## config.mk

```make
export PLATFORM = sky130hd
export DESIGN_NAME = fetch_sequencer
export DESIGN_NICKNAME = d
export VERILOG_FILES = /design/src/rtl/fetch_seq_pkg.sv /design/src/rtl/done_watchdog.sv /design/src/rtl/fetch_sequencer.sv
export SDC_FILE = /design/constraint.sdc
export NUM_CORES = 1
export LEC_CHECK = 0
export CAP_MARGIN = 20
export CORE_ASPECT_RATIO = 0.5
export CORE_MARGIN = 3
export CORE_UTILIZATION = 58
export CTS_BUF_LIST = sky130_fd_sc_hd__clkbuf_2 sky130_fd_sc_hd__clkbuf_4 sky130_fd_sc_hd__clkbuf_8
export CTS_CLUSTER_DIAMETER = 150
export DETAILED_ROUTE_END_ITERATION = 8
export GPL_ROUTABILITY_DRIVEN = 0
export PLACE_DENSITY = 0.85
export SYNTH_ARGS = -nofsm -noshare
export SYNTH_HDL_FRONTEND = slang
export SYNTH_SLANG_ARGS = --single-unit
```

## constraint.sdc

```tcl
create_clock -name Clock -period 2.05 [get_ports Clock]
set_input_delay 0.3075 -clock Clock [delete_from_list [all_inputs] [get_ports Clock]]
set_output_delay 0.3075 -clock Clock [all_outputs]
set_load 0.05 [all_outputs]
```

## src/rtl/fetch_seq_pkg.sv

```systemverilog
// Shared state encoding and opcode field layout for the fetch sequencer.
package fetch_seq_pkg;

   typedef enum logic [2:0] {
      S_IDLE,
      S_FETCH,
      S_LATCH,
      S_LATCH_IMM,
      S_ISSUE,
      S_IMM,
      S_EXEC,
      S_ERROR
   } fstate_t;

   localparam int OPC_HI = 8;
   localparam int OPC_LO = 6;
   localparam int OPC_W  = OPC_HI - OPC_LO + 1;

   typedef logic [OPC_W-1:0] opc_t;

   localparam opc_t MVI_OPC_DEF = 3'b001;

   function automatic logic is_two_word(
      input opc_t opc,
      input opc_t mvi
   );
      return opc == mvi;
   endfunction

endpackage

```

## src/rtl/done_watchdog.sv

```systemverilog
// Cycle counter bounding how long the core may take to answer Done.
module done_watchdog
   import fetch_seq_pkg::*;
#(
   parameter int unsigned LIMIT = 15
) (
   input  logic Clock,
   input  logic Resetn,
   input  logic clr,
   input  logic en,
   output logic expired
);

   logic [7:0] count;

   always_ff @(posedge Clock or negedge Resetn) begin
      if (!Resetn) begin
         count <= '0;
      end else if (clr) begin
         count <= '0;
      end else if (en) begin
         count <= count + 8'd1;
      end
   end

   // Flags the cycle whose increment makes the count reach LIMIT.
   assign expired = en && (count == 8'(LIMIT - 1));

endmodule

```

## src/rtl/fetch_sequencer.sv

```systemverilog
// Instruction fetch controller: RAM -> core DIN with Run/Done handshake.
// Optional single-step push-button input under FETCH_SINGLE_STEP_EN.
module fetch_sequencer
   import fetch_seq_pkg::*;
#(
   parameter int   ADDR_W  = 5,
   parameter int   DATA_W  = 16,
   parameter opc_t MVI_OPC = MVI_OPC_DEF,
   parameter int   TIMEOUT = 15
) (
   input  logic              Clock,
   input  logic              Resetn,
   input  logic              Enable,
`ifdef FETCH_SINGLE_STEP_EN
   input  logic              Step,
`endif
   output logic [ADDR_W-1:0] mem_addr,
   input  logic [DATA_W-1:0] mem_q,
   output logic [DATA_W-1:0] DIN,
   output logic              Run,
   input  logic              Done,
   output logic [ADDR_W-1:0] pc,
   output logic              Busy,
   output logic              Error
);

   fstate_t           state;
   logic [DATA_W-1:0] ibuf;
   logic [DATA_W-1:0] imm;
   logic              two;
   logic              mvi_now;
   logic              tok_ok;
   logic              go;
   logic              wd_expired;

   assign mvi_now = is_two_word(mem_q[OPC_HI:OPC_LO], MVI_OPC);

`ifdef FETCH_SINGLE_STEP_EN
   logic [2:0] step_sync;
   logic       step_tok;

   // Two sync flops, then one more for the rising-edge detect.
   always_ff @(posedge Clock or negedge Resetn) begin
      if (!Resetn) begin
         step_sync <= '0;
         step_tok  <= 1'b0;
      end else begin
         step_sync <= {step_sync[1:0], Step};
         step_tok  <= (step_tok & ~go)
                    | (step_sync[1] & ~step_sync[2]);
      end
   end

   assign tok_ok = step_tok;
`else
   assign tok_ok = 1'b1;
`endif

   assign go = Enable && tok_ok
            && (state == S_IDLE
            || (state == S_EXEC && Done));

   done_watchdog #(
      .LIMIT (TIMEOUT)
   ) u_wd (
      .Clock   (Clock),
      .Resetn  (Resetn),
      .clr     (state == S_ISSUE),
      .en      (state == S_EXEC),
      .expired (wd_expired)
   );

   always_ff @(posedge Clock or negedge Resetn) begin
      if (!Resetn) begin
         state    <= S_IDLE;
         pc       <= '0;
         mem_addr <= '0;
         DIN      <= '0;
         Run      <= 1'b0;
         Busy     <= 1'b0;
         Error    <= 1'b0;
         ibuf     <= '0;
         imm      <= '0;
         two      <= 1'b0;
      end else begin
         Run <= 1'b0;
         unique case (state)
            S_IDLE: begin
               if (go) begin
                  state    <= S_FETCH;
                  mem_addr <= pc;
                  Busy     <= 1'b1;
               end
            end
            S_FETCH: begin
               // Immediate address is presented early; harmless
               // for single-word instructions.
               state    <= S_LATCH;
               mem_addr <= pc + ADDR_W'(1);
            end
            S_LATCH: begin
               ibuf <= mem_q;
               two  <= mvi_now;
               if (mvi_now) begin
                  state <= S_LATCH_IMM;
               end else begin
                  state <= S_ISSUE;
                  DIN   <= mem_q;
                  Run   <= 1'b1;
               end
            end
            S_LATCH_IMM: begin
               imm   <= mem_q;
               state <= S_ISSUE;
               DIN   <= ibuf;
               Run   <= 1'b1;
            end
            S_ISSUE: begin
               if (two) begin
                  state <= S_IMM;
                  DIN   <= imm;
               end else begin
                  state <= S_EXEC;
                  pc    <= pc + ADDR_W'(1);
               end
            end
            S_IMM: begin
               state <= S_EXEC;
               pc    <= pc + ADDR_W'(2);
            end
            S_EXEC: begin
               if (Done) begin
                  if (go) begin
                     state    <= S_FETCH;
                     mem_addr <= pc;
                  end else begin
                     state <= S_IDLE;
                     Busy  <= 1'b0;
                  end
               end else if (wd_expired) begin
                  state <= S_ERROR;
                  Busy  <= 1'b0;
                  Error <= 1'b1;
               end
            end
            S_ERROR: begin
            end
            default: begin
               state <= S_IDLE;
            end
         endcase
      end
   end

endmodule

```

## Yosys cells after proc, flatten, opt, wreduce, memory -nomap -nowiden

Index checks and enable logic that the tools add are counted.

- Output and inout port bits: 29
- Register bits after elaboration: 73
- Input bits: 20
- Logic and storage cells: 71

- Bitwise operators: 1
- Muxes and demuxes: 24
- Reduce and logical (&&, ||, !) cells: 17
- Eq/ne operators: 15
- Add/sub/neg operators: 3

Operator list:

| operator | number |
|---|---|
| $pmux W16 S3 | 1 |
| $mux W16 | 2 |
| $pmux W3 S7 | 1 |
| $mux W8 | 2 |
| $mux W5 | 3 |
| $pmux W5 S3 | 1 |
| $mux W3 | 4 |
| $ne A2 B2 Y1 const B | 5 |
| $pmux W5 S2 | 1 |
| $eq A3 B3 Y1 const B | 3 |
| $reduce_and A3 Y1 | 3 |
| $add A8 B1 Y8 const B | 1 |
| $eq A8 B4 Y1 const B | 1 |
| $reduce_bool A7 Y1 | 1 |
| $eq A3 B1 Y1 const B | 2 |
| $eq A3 B2 Y1 const B | 2 |
| $mux W1 | 6 |
| $ne A3 B3 Y1 const B | 2 |
| $reduce_bool A2 Y1 | 3 |
| $reduce_bool A3 Y1 | 2 |
| $add A5 B1 Y5 const B | 1 |
| $add A5 B2 Y5 const B | 1 |
| $pmux W1 S2 | 2 |
| $reduce_and A2 Y1 | 2 |
| 6 further kinds | 8 |

## Depth between registers and ports, before layout

Gate-level depths: netlist of the first run.

- Word-level depth: 7
- Mapped depth: 7
- Mapped depth without buffers: 6

## By module

A second synthesis of the first run with hierarchy kept.

- Cells, all modules: 372
- Area total of the unflattened synthesis: 3826.2 sq um

Modules (own cells, without submodules):

| module | cells each | times used | sequential area each (sq um) | area an instance (sq um) |
|---|---|---|---|---|
| fetch_sequencer | 331 | 1 | 1626.6 | 3415.8 |
| done_watchdog | 41 | 1 | 200.2 | 410.4 |

## Worst setup path before layout of the first run

Ideal clock, no wire load.

- Path type: register to register
- Start point: register state[0]
- End point: register mem_addr[2]
- Setup time: 0.125 ns
- Clock period less this slack: 1.625 ns
- Buffers on the path: 1
- Cell stages (with the launch flop): 5
- Arrival time: 1.500 ns
- Setup slack: 0.425 ns
- Required time: 1.925 ns
- Cells stage by stage: dfrtp_1 > buf_2 > or2_2 > a22oi_2 > mux2_2

- Word-level cells in the longest chain between the ends: 7

RTL lines:

| item | line | text |
|---|---|---|
| start, declared | fetch_sequencer.sv:27 | `fstate_t state;` |
| start signal, assigned | fetch_sequencer.sv:75 | `state <= S_IDLE;` |
| start signal, assigned | fetch_sequencer.sv:90 | `state <= S_FETCH;` |
| start signal, assigned | fetch_sequencer.sv:98 | `state <= S_LATCH;` |
| $eq A3 B3 Y1 | fetch_sequencer.sv:61, fetch_sequencer.sv:87 |  |
| $logic_and A1 B1 Y1 | fetch_sequencer.sv:61 | `\|\| (state == S_EXEC && Done));` |
| $logic_or A1 B1 Y1 | fetch_sequencer.sv:61 |  |
| $logic_and A1 B1 Y1 | fetch_sequencer.sv:60 | `&& (state == S_IDLE` |
| $mux W5 (2 in a row) | - |  |
| $pmux W5 S3 | fetch_sequencer.sv:87 | `unique case (state)` |
| end signal, assigned | fetch_sequencer.sv:91 | `mem_addr <= pc;` |
| end signal, assigned | fetch_sequencer.sv:99 | `mem_addr <= pc + ADDR_W'(1);` |
| end signal, assigned | fetch_sequencer.sv:135 | `mem_addr <= pc;` |
| end, declared | fetch_sequencer.sv:17 | `output logic [ADDR_W-1:0] mem_addr,` |

Parallel ways exist; a longest one is shown, timed or not. The select of a mux whose other input is x is not followed.
A chain may end at the register's enable or synchronous reset.

## Worst setup path after layout of the first run

- Start point: register pc[3]
- End point: output port pc[3]

RTL lines:

| item | line | text |
|---|---|---|
| start, declared | fetch_sequencer.sv:22 | `output logic [ADDR_W-1:0] pc,` |
| start signal, assigned | fetch_sequencer.sv:124 | `pc <= pc + ADDR_W'(1);` |
| start signal, assigned | fetch_sequencer.sv:129 | `pc <= pc + ADDR_W'(2);` |

No word-level cell between the ends.

==> results of run 1 <==
==> power by group <==
part	switching, mW	internal [mW]
logic	2.44	1.70
registers	0.523	2.12
clock network	0.509	0.526
total	3.48	4.35
==> cells in the final DEF, fill, tap and decap left out, types with 2 or more instances in the layout <==
cell,synthesis,final
nor3_1,21,21
clkinv_2,0,3
clkdlybuf4s50_1,0,44
nand2_1,37,37
nand4_1,2,2
nor2_1,8,8
nand3_1,8,8
dfrtp_1,73,72
ha_1,4,4
a21oi_1,5,5
dlymetal6s2s_1,0,3
o311ai_0,17,17
clkbuf_4,0,2
a21o_1,3,3
buf_12,0,3
inv_1,4,4
mux2i_1,5,5
o21ai_0,60,60
buf_4,2,14
mux2_2,33,33
xnor2_1,4,4
clkbuf_8,0,11
xor2_1,3,3
and2b_2,4,4
a22o_1,2,2
nor2b_1,33,33
or2_2,2,2
nand2b_1,4,4
nor3b_1,19,19
==> path summary, 6_finish.rpt <==
check | from | to | slack, ns | depth (start not counted)
max | pc[3] | pc[3] | 0.12 | 1
min | Error | Error | 0.47 | 1
max reg2reg | state[0] | ibuf[11] | 0.16 | 5
min reg2reg | Error | Error | 0.47 | 1
max in group asynchronous | Resetn | ibuf[13] | 0.94 | 3
min in group asynchronous | Resetn | mem_addr[0] | 0.49 | 2
==> state kept, by name, summed over array words and instances (netlist names) <==
signal,count
state,3
DIN,16
Busy,1
Run,1
mem_addr,5
two,1
imm,16
pc,5
u_wd.count,8
ibuf,16
Error,1
==> timing repair <==
action / 4_1_cts / 5_1_grt
setup endpoints to repair: 0 / 3
setup buffers: 0 / 0
endpoints found under the hold margin: 21 / 0
hold buffers: 1 / 0
gates resized for setup: 0 / 3
==> stage by stage <==
step / cells / total power, mW / utilization, % / hold slack (ns)
after floorplan: 399 / 5.61 / - / 0.0119
after global routing: 539 / 8.39 / 74.9 / 0.520
final: 539 / 7.83 / 74.9 / 0.474
after CTS: 539 / 7.86 / 74.7 / 0.477
after detailed placement: 522 / 6.81 / 71.7 / 0.332
after global placement: 522 / 6.58 / 71.7 / 0.318
==> kinds of logic after synthesis <==
logic type	share of synthesized area (%)
xor+xnor	1.54
buf+inv	4.63
fa+ha+maj	1.26
compound gates	15.0
simple gates	21.0
mux	10.6
flops	45.9
==> Yosys cell counts, types with 2 or more instances <==
cell type,n,area share [%]
mux2_2,33,9.3
and2b_2,4,0.88
clkbuf_1,12,1.1
o21ai_0,60,7.6
mux2i_1,5,1.3
a21o_1,3,0.57
a22o_1,2,0.44
nand2_1,37,3.5
nor2_1,8,0.76
xor2_1,3,0.66
buf_2,10,1.3
a21oi_1,5,0.63
inv_1,4,0.38
nand3_1,8,1.0
xnor2_1,4,0.88
or2_2,2,0.31
nor3b_1,19,3.6
buf_6,4,1.1
nor3_1,21,2.6
buf_4,2,0.38
nand2b_1,4,0.63
dfrtp_1,73,46
o311ai_0,17,3.7
nand4_1,2,0.31
ha_1,4,1.3
nor2b_1,33,5.2
==> metal layers <==
| metal | wire length [µm] | share of wire (%) | global-route usage (%) | vias up |
|---|---|---|---|---|
| met3 | 417 | 4.8 | 5.67 | 19 |
| met2 | 4510 | 52 | 41.7 | 69 |
| met4 | 163 | 1.9 | 9.66 | 0 |
| met1 | 3570 | 41 | 28.7 | 1553 |
| met5 | 0 | 0 | 0 | - |
| li1 | - | - | - | 1518 |
==> final cells by class <==
class | count | area [µm²] | share of cell area [%]
Inverter | 4 | 15.0 | 0.316
Clock inverter | 3 | 15.0 | 0.316
Clock buffer | 13 | 166 | 3.50
Multi-Input combinational cell | 292 | 1970 | 41.3
Tap cell | 88 | 110 | 2.31
Sequential cell | 73 | 1830 | 38.4
Timing Repair Buffer | 66 | 658 | 13.8
==> results by group, run 1 <==
STA
  – Skew final: 0.00749 ns
  – Relative slew slack: 45.2%
  – Period utilization: 94.1%
  – Fin worst setup slack: 0.121 ns
  – Worst Tran Pin Value: 0.822 ns
  – Post-route setup TNS: 0 ns
  – Hold violation total from the final report: 0
  – Max-slew violations: 0
  – Minimum clock period: 1.93 ns
  – Final setup fails: 0
  – Fmax: 519 MHz
  – RSZ-0062 raised after global routing: no

Power and ir drop
  – Lkg Pwr: 1.96 nW
  – Max IR drop VDD: 0.917 mV
  – Pwr dens: 1640 nW/µm²

Setup path
  – CP required: 1.74 ns
  – Critical Path Sink Type: output pin
  – Crit-path cells: clkdlybuf4s50_1
  – Nature of the critical path startpoint: register
  – Worst setup path class: register to output pin
  – Crit-path max FO: 5
  – Crit-path slowest cell: clkdlybuf4s50_1
  – Worst stage delay on the critical path: 0.83 ns
  – Critical Path AT: 1.62 ns
  – Delay-heaviest family, CP: buffers and inverters
  – WP buf/inv: 1

Logic synthesis
  – Post-synth EDFFs: 0
  – Avg Inst Size Synth: 9.97 µm²
  – Post-Syn Area: 3980 µm²
  – Cell count after synthesis: 399
  – Synth Warn #: 0
  – Commonest register cell after synthesis: dfrtp_1
  – Synth cell types: 46
  – FF+latch count, synth: 73
  – Async SR Flop Fraction: 100%
  – Syn_nets: 423
  – Seq/Total Area, Yosys: 45.9%

Routing
  – Via density: 5.86
  – Detail Route Antenna Nets: 0
  – Drt first pass iters: 4
  – Avg WL per Cell: 16.1 µm
  – DRC violation count after routing: 0
  – WL final: 8660 µm
  – DRT iter0 DRCs: 329
  – Vias post-DR: 3,159

Clock tree
  – CTS Root Cell: clkbuf_8
  – H-tree depth: 3
  – Clock Tree Buf Depth: 2
  – CTS sink count: 73
  – Worst-Skew Late Latency: 0.36 ns
  – Cts bufs inserted: 9
  – CTS tree: yes
  – Clock-pin slew on the worst setup and hold paths: 0.07 ns

Floorplan
  – Core region area: 6360 µm²
  – Ports: 49
  – Die height: 64.6 µm
  – Die X: 123 µm
  – Initial Util: 62.6%
  – Core Rows: 20
  – Die ar.: 7950 µm²

Placed design
  – Placement Setup Slack: 0.0189 ns
  – Hpwl dp: 5890 µm
  – Port Buf Inserts: 48
  – Area after DPL: 4560 µm²

Finish
  – P&R area growth vs syn: 19.7%
  – Nets: 470
  – Ant. Diodes: 0
  – Design Area, Final: 4760 µm²
  – Fillers: 460
  – Layout cell share with drive strength beyond 1: 17.5%

GRT
  – Largest net degree at the start of global routing: 72
  – Total grt overflow: 0
  – Number of global-route vias before repair: 3,165
  – Initial antenna violation count: 0
  – Overall Global Routing Usage: 23.9%
  – Global-route wire length before repair: 14,800 µm

Worst hold path
  – Hold Crit Class: register to register

Status
  – Status: completed

Run
  – Max-cap viol count: 0
(Power assumes the default switching activity.)
==> run 2, diff against run 1 <==
- CORE_ASPECT_RATIO: 0.5 -> 1.5
==> run 2 against run 1 <==
  * Wire length rose by 6.9%
  * Critical endpoint is now pc[0]
  * Hold slack improved by 0.0099 ns
  * Register-to-register slack improved by 0.09 ns
  * Utilization fell by 0.85 points
  * Non-clock buffer count rose by 12
  * Clock skew barely moved
  * Die area fell by 0.50%
  * Global-route usage rose by 1.2 points
==> results by group, run 2 (synthesis results as in run 1) <==
Status
  – Status: completed (unchanged)

Finish
  – Ant. Diodes: 0 (unchanged)
  – Design Area, Final: 4870 µm² (was 4760 µm²)
  – Most frequent cells in the layout: 72 x dfrtp_1, 60 x o21ai_0, 45 x clkdlybuf4s50_1 (was 72 x dfrtp_1, 60 x o21ai_0, 44 x clkdlybuf4s50_1)
  – Nets: 482 (was 470)
  – Most common cell after layout, fill and taps aside: dfrtp_1 (unchanged)
  – P&R area growth vs syn: 22.4% (was 19.7%)
  – Regs by FF count: DIN: 16 flops, ibuf: 16 flops, imm: 16 flops (unchanged)
  – Non-filler instance count after layout: 538 (was 539)
  – Layout cell share with drive strength beyond 1: 19.5% (was 17.5%)

Setup path
  – Worst stage delay on the critical path: 0.85 ns (was 0.83 ns)
  – Critical Path AT: 1.68 ns (was 1.62 ns)
  – Nature of the critical path startpoint: register (unchanged)
  – Worst R2R Path Depth: 6 (was 5)
  – Crit-path slowest cell: clkdlybuf4s50_1 (unchanged)
  – Delay-heaviest family, CP: buffers and inverters (unchanged)
  – Setup crit start: pc[0] (was pc[3])
  – WP depth: 1 (unchanged)
  – CP required: 1.74 ns (about the same)
  – R2R setup slack: 0.25 ns (was 0.16 ns)
  – WP buf/inv: 1 (unchanged)
  – R2R Path Start: state[0] (unchanged)
  – R2R Path End: DIN[1] (was ibuf[11])
  – Crit-path cells: clkdlybuf4s50_1 (unchanged)
  – Crit-path max FO: 6 (was 5)
  – Worst setup path class: register to output pin (unchanged)
  – Critical Path Sink Type: output pin (unchanged)
  – CP Capture Point: pc[0] (was pc[3])

Placed design
  – Area after DPL: 4630 µm² (was 4560 µm²)
  – Port Buf Inserts: 48 (unchanged)
  – Placed cells: 522 (unchanged)
  – Hpwl dp: 6310 µm (was 5890 µm)

Floorplan
  – Core region area: 6580 µm² (was 6360 µm²)
  – Initial Util: 60.5% (was 62.6%)
  – Die X: 73.6 µm (was 123 µm)
  – Core Rows: 36 (was 20)
  – Die height: 107 µm (was 64.6 µm)
  – Die ar.: 7910 µm² (was 7950 µm²)
  – Ports: 49 (unchanged)

Power and ir drop
  – Final Power: 8.34 mW (was 7.83 mW)
  – Pwr dens: 1710 nW/µm² (was 1640 nW/µm²)
  – Max IR drop VDD: 1.13 mV (was 0.917 mV)
  – Lkg Pwr: 2.01 nW (was 1.96 nW)

GRT
  – Total grt overflow: 0 (unchanged)
  – Largest net degree at the start of global routing: 74 (was 72)
  – Initial antenna violation count: 0 (unchanged)
  – Number of global-route vias before repair: 3,280 (was 3,165)
  – Overall Global Routing Usage: 25.0% (was 23.9%)
  – Global-route wire length before repair: 15,300 µm (was 14,800 µm)

Routing
  – Avg WL per Cell: 17.2 µm (was 16.1 µm)
  – Vias post-DR: 3,260 (was 3,159)
  – Via density: 6.06 (was 5.86)
  – DRT iter0 DRCs: 174 (was 329)
  – Drt first pass iters: 4 (unchanged)
  – Detail Route Antenna Nets: 0 (unchanged)
  – WL final: 9260 µm (was 8660 µm)
  – DRC violation count after routing: 0 (unchanged)

Run
  – Max-cap viol count: 0 (unchanged)

Clock tree
  – Post-CTS Setup Repair Bufs: 0 (unchanged)
  – Clock-pin slew on the worst setup and hold paths: 0.08 ns (was 0.07 ns)
  – CTS tree: yes (unchanged)
  – CTS Root Cell: clkbuf_8 (unchanged)
  – CTS sink count: 73 (unchanged)
  – Clock Tree Buf Depth: 2 (unchanged)
  – Cts bufs inserted: 9 (unchanged)
  – H-tree depth: 3 (unchanged)
  – Worst-Skew Late Latency: 0.35 ns (was 0.36 ns)

STA
  – Final setup fails: 0 (unchanged)
  – Hold_ws: 0.484 ns (was 0.474 ns)
  – Post-route setup TNS: 0 ns (unchanged)
  – Worst Tran Pin Value: 0.598 ns (was 0.822 ns)
  – Minimum clock period: 1.99 ns (was 1.93 ns)
  – RSZ-0062 raised after global routing: no (unchanged)
  – Max-slew violations: 0 (unchanged)
  – Fmax: 503 MHz (was 519 MHz)
  – Skew final: 0.00772 ns (was 0.00749 ns)
  – Period utilization: 97.0% (was 94.1%)
  – Hold violation total from the final report: 0 (unchanged)
  – Relative slew slack: 59.7% (was 45.2%)

Worst hold path
  – Hold Crit Class: register to register (unchanged)
==> run 2: area by class of cell <==
class / count / area [µm²]
Inverter: 4 / 15.0
Clock buffer: 10 / 138
Timing Repair Buffer: 78 / 746
Fill cell: 470 / 1710
Clock inverter: 5 / 80.1
Sequential cell: 73 / 1830
Multi-Input combinational cell: 292 / 1970
Tap cell: 76 / 95.1
==> run 2: worst min-delay path by stage <==
stage          depth (start not counted)            end    start  slack [ns]
3_3_place_gp                           2  u_wd.count[6]   Resetn        0.36
4_1_cts                                2         DIN[7]   DIN[7]        0.49
3_5_place_dp                           2  u_wd.count[2]   Resetn        0.37
2_1_floorplan                          0           Busy   Resetn        0.01
5_1_grt                                2        DIN[13]  DIN[13]        0.50
6_report                               2         DIN[7]   DIN[7]        0.48
==> run 2: layer usage <==
| layer | track usage (%) | part of all wire [%] | vias to the layer above |
|---|---|---|---|
| met1 | 28.9 | 38 | 1610 |
| li1 | - | - | 1540 |
| met2 | 43.8 | 54 | 94 |
| met3 | 5.33 | 4.2 | 16 |
| met5 | 0 | 0 | - |
| met4 | 10.4 | 3.1 | 0 |
==> run 2: power breakdown <==
part | total [mW] | switching [mW] | internal, mW
Sequential | 2.62 | 0.500 | 2.12
Combinational | 4.46 | 2.58 | 1.88
Clock | 1.26 | 0.546 | 0.709
==> run 2: metrics by stage <==
stage                     utilization [%]  setup slack [ns]
after global placement               70.5            0.0632
after floorplan                         -             0.425
after CTS                            73.9           0.00755
after global routing                 74.0            0.0187
after detailed placement             70.5            0.0213
final                                74.0            0.0615
==> run 2: repair_timing <==
action	in CTS	in global routing
hold buffers	1	0
resized for setup	0	2
endpoints found under the setup margin	0	2
endpoints found under the hold margin	44	0
==> run 3, diff against run 2 <==
- ABC_AREA: not set -> 0
- ABC_CLOCK_PERIOD_IN_PS: not set -> 2050
- RECOVER_POWER: not set -> 100
==> run 3 against run 2 <==
  * Design area fell by 1.2%
  * Register-to-register slack got worse by 0.14 ns
  * Via count rose by 0.49%
  * Wire length fell by 0.27%
  * Non-clock buffer count did not move
  * Final cell count did not move
  * Die area did not move
  * Largest cell class unchanged
==> results by group, run 3 (synthesis results as in run 1) <==
Status
  – Status: completed (unchanged)

STA
  – Hold_ws: 0.480 ns (was 0.484 ns)
  – Max-slew violations: 0 (unchanged)
  – Minimum clock period: 1.98 ns (was 1.99 ns)
  – Post-route setup TNS: 0 ns (unchanged)
  – Fmax: 505 MHz (was 503 MHz)
  – Worst Tran Pin Value: 0.984 ns (was 0.598 ns)
  – Skew final: 0.0102 ns (was 0.00772 ns)
  – Hold violation total from the final report: 0 (unchanged)
  – Relative slew slack: 34.4% (was 59.7%)
  – RSZ-0062 raised after global routing: no (unchanged)
  – Final setup fails: 0 (unchanged)
  – Period utilization: 96.6% (was 97.0%)

Worst hold path
  – Hold Crit Class: register to register (unchanged)

GRT
  – Largest net degree at the start of global routing: 74 (unchanged)
  – Initial antenna violation count: 0 (unchanged)
  – Global-route wire length before repair: 15,300 µm (unchanged)
  – Overall Global Routing Usage: 25.0% (unchanged)
  – Number of global-route vias before repair: 3,280 (unchanged)
  – Total grt overflow: 0 (unchanged)

Power and ir drop
  – Final Power: 8.18 mW (was 8.34 mW)
  – Max IR drop VDD: 1.08 mV (was 1.13 mV)
  – Lkg Pwr: 2.01 nW (about the same)
  – Pwr dens: 1700 nW/µm² (was 1710 nW/µm²)

Finish
  – Fillers: 481 (was 470)
  – Regs by FF count: DIN: 16 flops, ibuf: 16 flops, imm: 16 flops (unchanged)
  – Most frequent cells in the layout: 72 x dfrtp_1, 60 x o21ai_0, 37 x nand2_1 (was 72 x dfrtp_1, 60 x o21ai_0, 45 x clkdlybuf4s50_1)
  – P&R area growth vs syn: 21.0% (was 22.4%)
  – Ant. Diodes: 0 (unchanged)
  – Most common cell after layout, fill and taps aside: dfrtp_1 (unchanged)
  – Nets: 482 (unchanged)
  – Layout cell share with drive strength beyond 1: 19.3% (was 19.5%)

Floorplan
  – Die X: 73.6 µm (unchanged)
  – Core Rows: 36 (unchanged)
  – Die height: 107 µm (unchanged)
  – Core region area: 6580 µm² (unchanged)
  – Initial Util: 60.5% (unchanged)
  – Die ar.: 7910 µm² (unchanged)
  – Ports: 49 (unchanged)

Setup path
  – Crit-path cells: clkdlybuf4s50_1 (unchanged)
  – Worst stage delay on the critical path: 0.85 ns (about the same)
  – Critical Path Sink Type: output pin (unchanged)
  – Crit-path slowest cell: clkdlybuf4s50_1 (unchanged)
  – Worst setup path class: register to output pin (unchanged)
  – Crit-path max FO: 6 (unchanged)
  – CP required: 1.74 ns (about the same)
  – Nature of the critical path startpoint: register (unchanged)
  – Critical Path AT: 1.67 ns (was 1.68 ns)
  – WP buf/inv: 1 (unchanged)
  – Delay-heaviest family, CP: buffers and inverters (unchanged)

Clock tree
  – Clock Tree Buf Depth: 2 (unchanged)
  – Cts bufs inserted: 9 (unchanged)
  – CTS Root Cell: clkbuf_8 (unchanged)
  – H-tree depth: 3 (unchanged)
  – Clock-pin slew on the worst setup and hold paths: 0.08 ns (about the same)
  – CTS sink count: 73 (unchanged)
  – CTS tree: yes (unchanged)
  – Worst-Skew Late Latency: 0.36 ns (was 0.35 ns)

Routing
  – WL final: 9230 µm (was 9260 µm)
  – Avg WL per Cell: 17.2 µm (about the same)
  – DRT iter0 DRCs: 183 (was 174)
  – Drt first pass iters: 4 (unchanged)
  – Detail Route met3 WL: 395 µm (was 387 µm)
  – Met2 WL: 5000 µm (was 5040 µm)
  – Detail Route Antenna Nets: 0 (unchanged)
  – Vias post-DR: 3,276 (was 3,260)
  – Top layer in use: met4 (unchanged)
  – Via density: 6.09 (was 6.06)
  – M1 WL: 3520 µm (was 3540 µm)
  – DRC violation count after routing: 0 (unchanged)

Placed design
  – Port Buf Inserts: 48 (unchanged)
  – Hpwl dp: 6310 µm (unchanged)

Run
  – Max-cap viol count: 0 (unchanged)
-- run 3: cell types whose count changed in the layout (fill, tap and decap cells not counted), moves of 2 or more --
cell             previous run  this run
buf_12                      3         1
buf_4                      26        22
clkbuf_1                    0         2
clkbuf_2                    0         4
clkbuf_4                    0         2
clkdlybuf4s50_1            45        20
dlygate4sd3_1               1        26
dlymetal6s2s_1              2         0
-- run 3: metal layers --
metal / vias up / GRT usage, %
li1: 1544 / -
met1: 1625 / 28.9
met2: 88 / 43.8
met3: 19 / 5.33
met4: 0 / 10.4
met5: - / 0
-- run 3: what timing repair did --
item | CTS | global route
gates resized for setup | 0 | 2
hold endpoints to repair | 44 | 0
setup buffers | 0 | 0
setup endpoints to repair | 0 | 2
hold buffers | 1 | 0
-- run 3: power by group --
group	leakage, nW	switching, mW	total [mW]	internal (mW)
Sequential	0.888	0.489	2.61	2.12
Clock	0.104	0.547	1.26	0.709
Combinational	1.02	2.57	4.31	1.75
Total	2.01	3.60	8.18	4.58
-- run 3: path summary, 6_finish.rpt --
path / slack (ns) / start / depth (start not counted) / endpoint
min in group asynchronous: 0.74 / Resetn / 3 / u_wd.count[2]
worst max-delay path: 0.07 / pc[0] / 1 / pc[0]
worst min register to register: 0.48 / mem_addr[0] / 2 / mem_addr[0]
max in group asynchronous: 0.63 / Resetn / 3 / state[2]
worst min-delay path: 0.48 / mem_addr[0] / 2 / mem_addr[0]
worst max register to register: 0.11 / state[0] / 4 / ibuf[6]
-- run 3: worst register-to-register path: stages, from the launching register on --
cell	delay [ns]
dfrtp_1	0.44
inv_1	0.23
and2_0	0.31
clkbuf_2	0.45
mux2_2	0.40
-- run 3: final cells by class --
cell class / instances / area (µm²) / area share, %
multi-input cells: 292 / 1960 / 40.8
flip-flops and latches: 73 / 1830 / 38.0
repair buffers: 78 / 693 / 14.4
clock buffers: 10 / 138 / 2.86
well taps: 76 / 95.1 / 1.98
clock inverters: 5 / 80.1 / 1.66
inverters: 4 / 15.0 / 0.312
-- run 3: metrics by stage --
| step | util [%] | std cells | setup slack, ns | area (µm²) |
|---|---|---|---|---|
| after detailed placement | 70.5 | 522 | 0.0213 | 4630 |
| after floorplan | - | 399 | 0.425 | 3980 |
| after global routing | 73.2 | 538 | 0.0187 | 4810 |
| after CTS | 73.9 | 538 | 0.00755 | 4860 |
| final | 73.2 | 538 | 0.0704 | 4810 |
| after global placement | 70.5 | 522 | 0.0632 | 4630 |
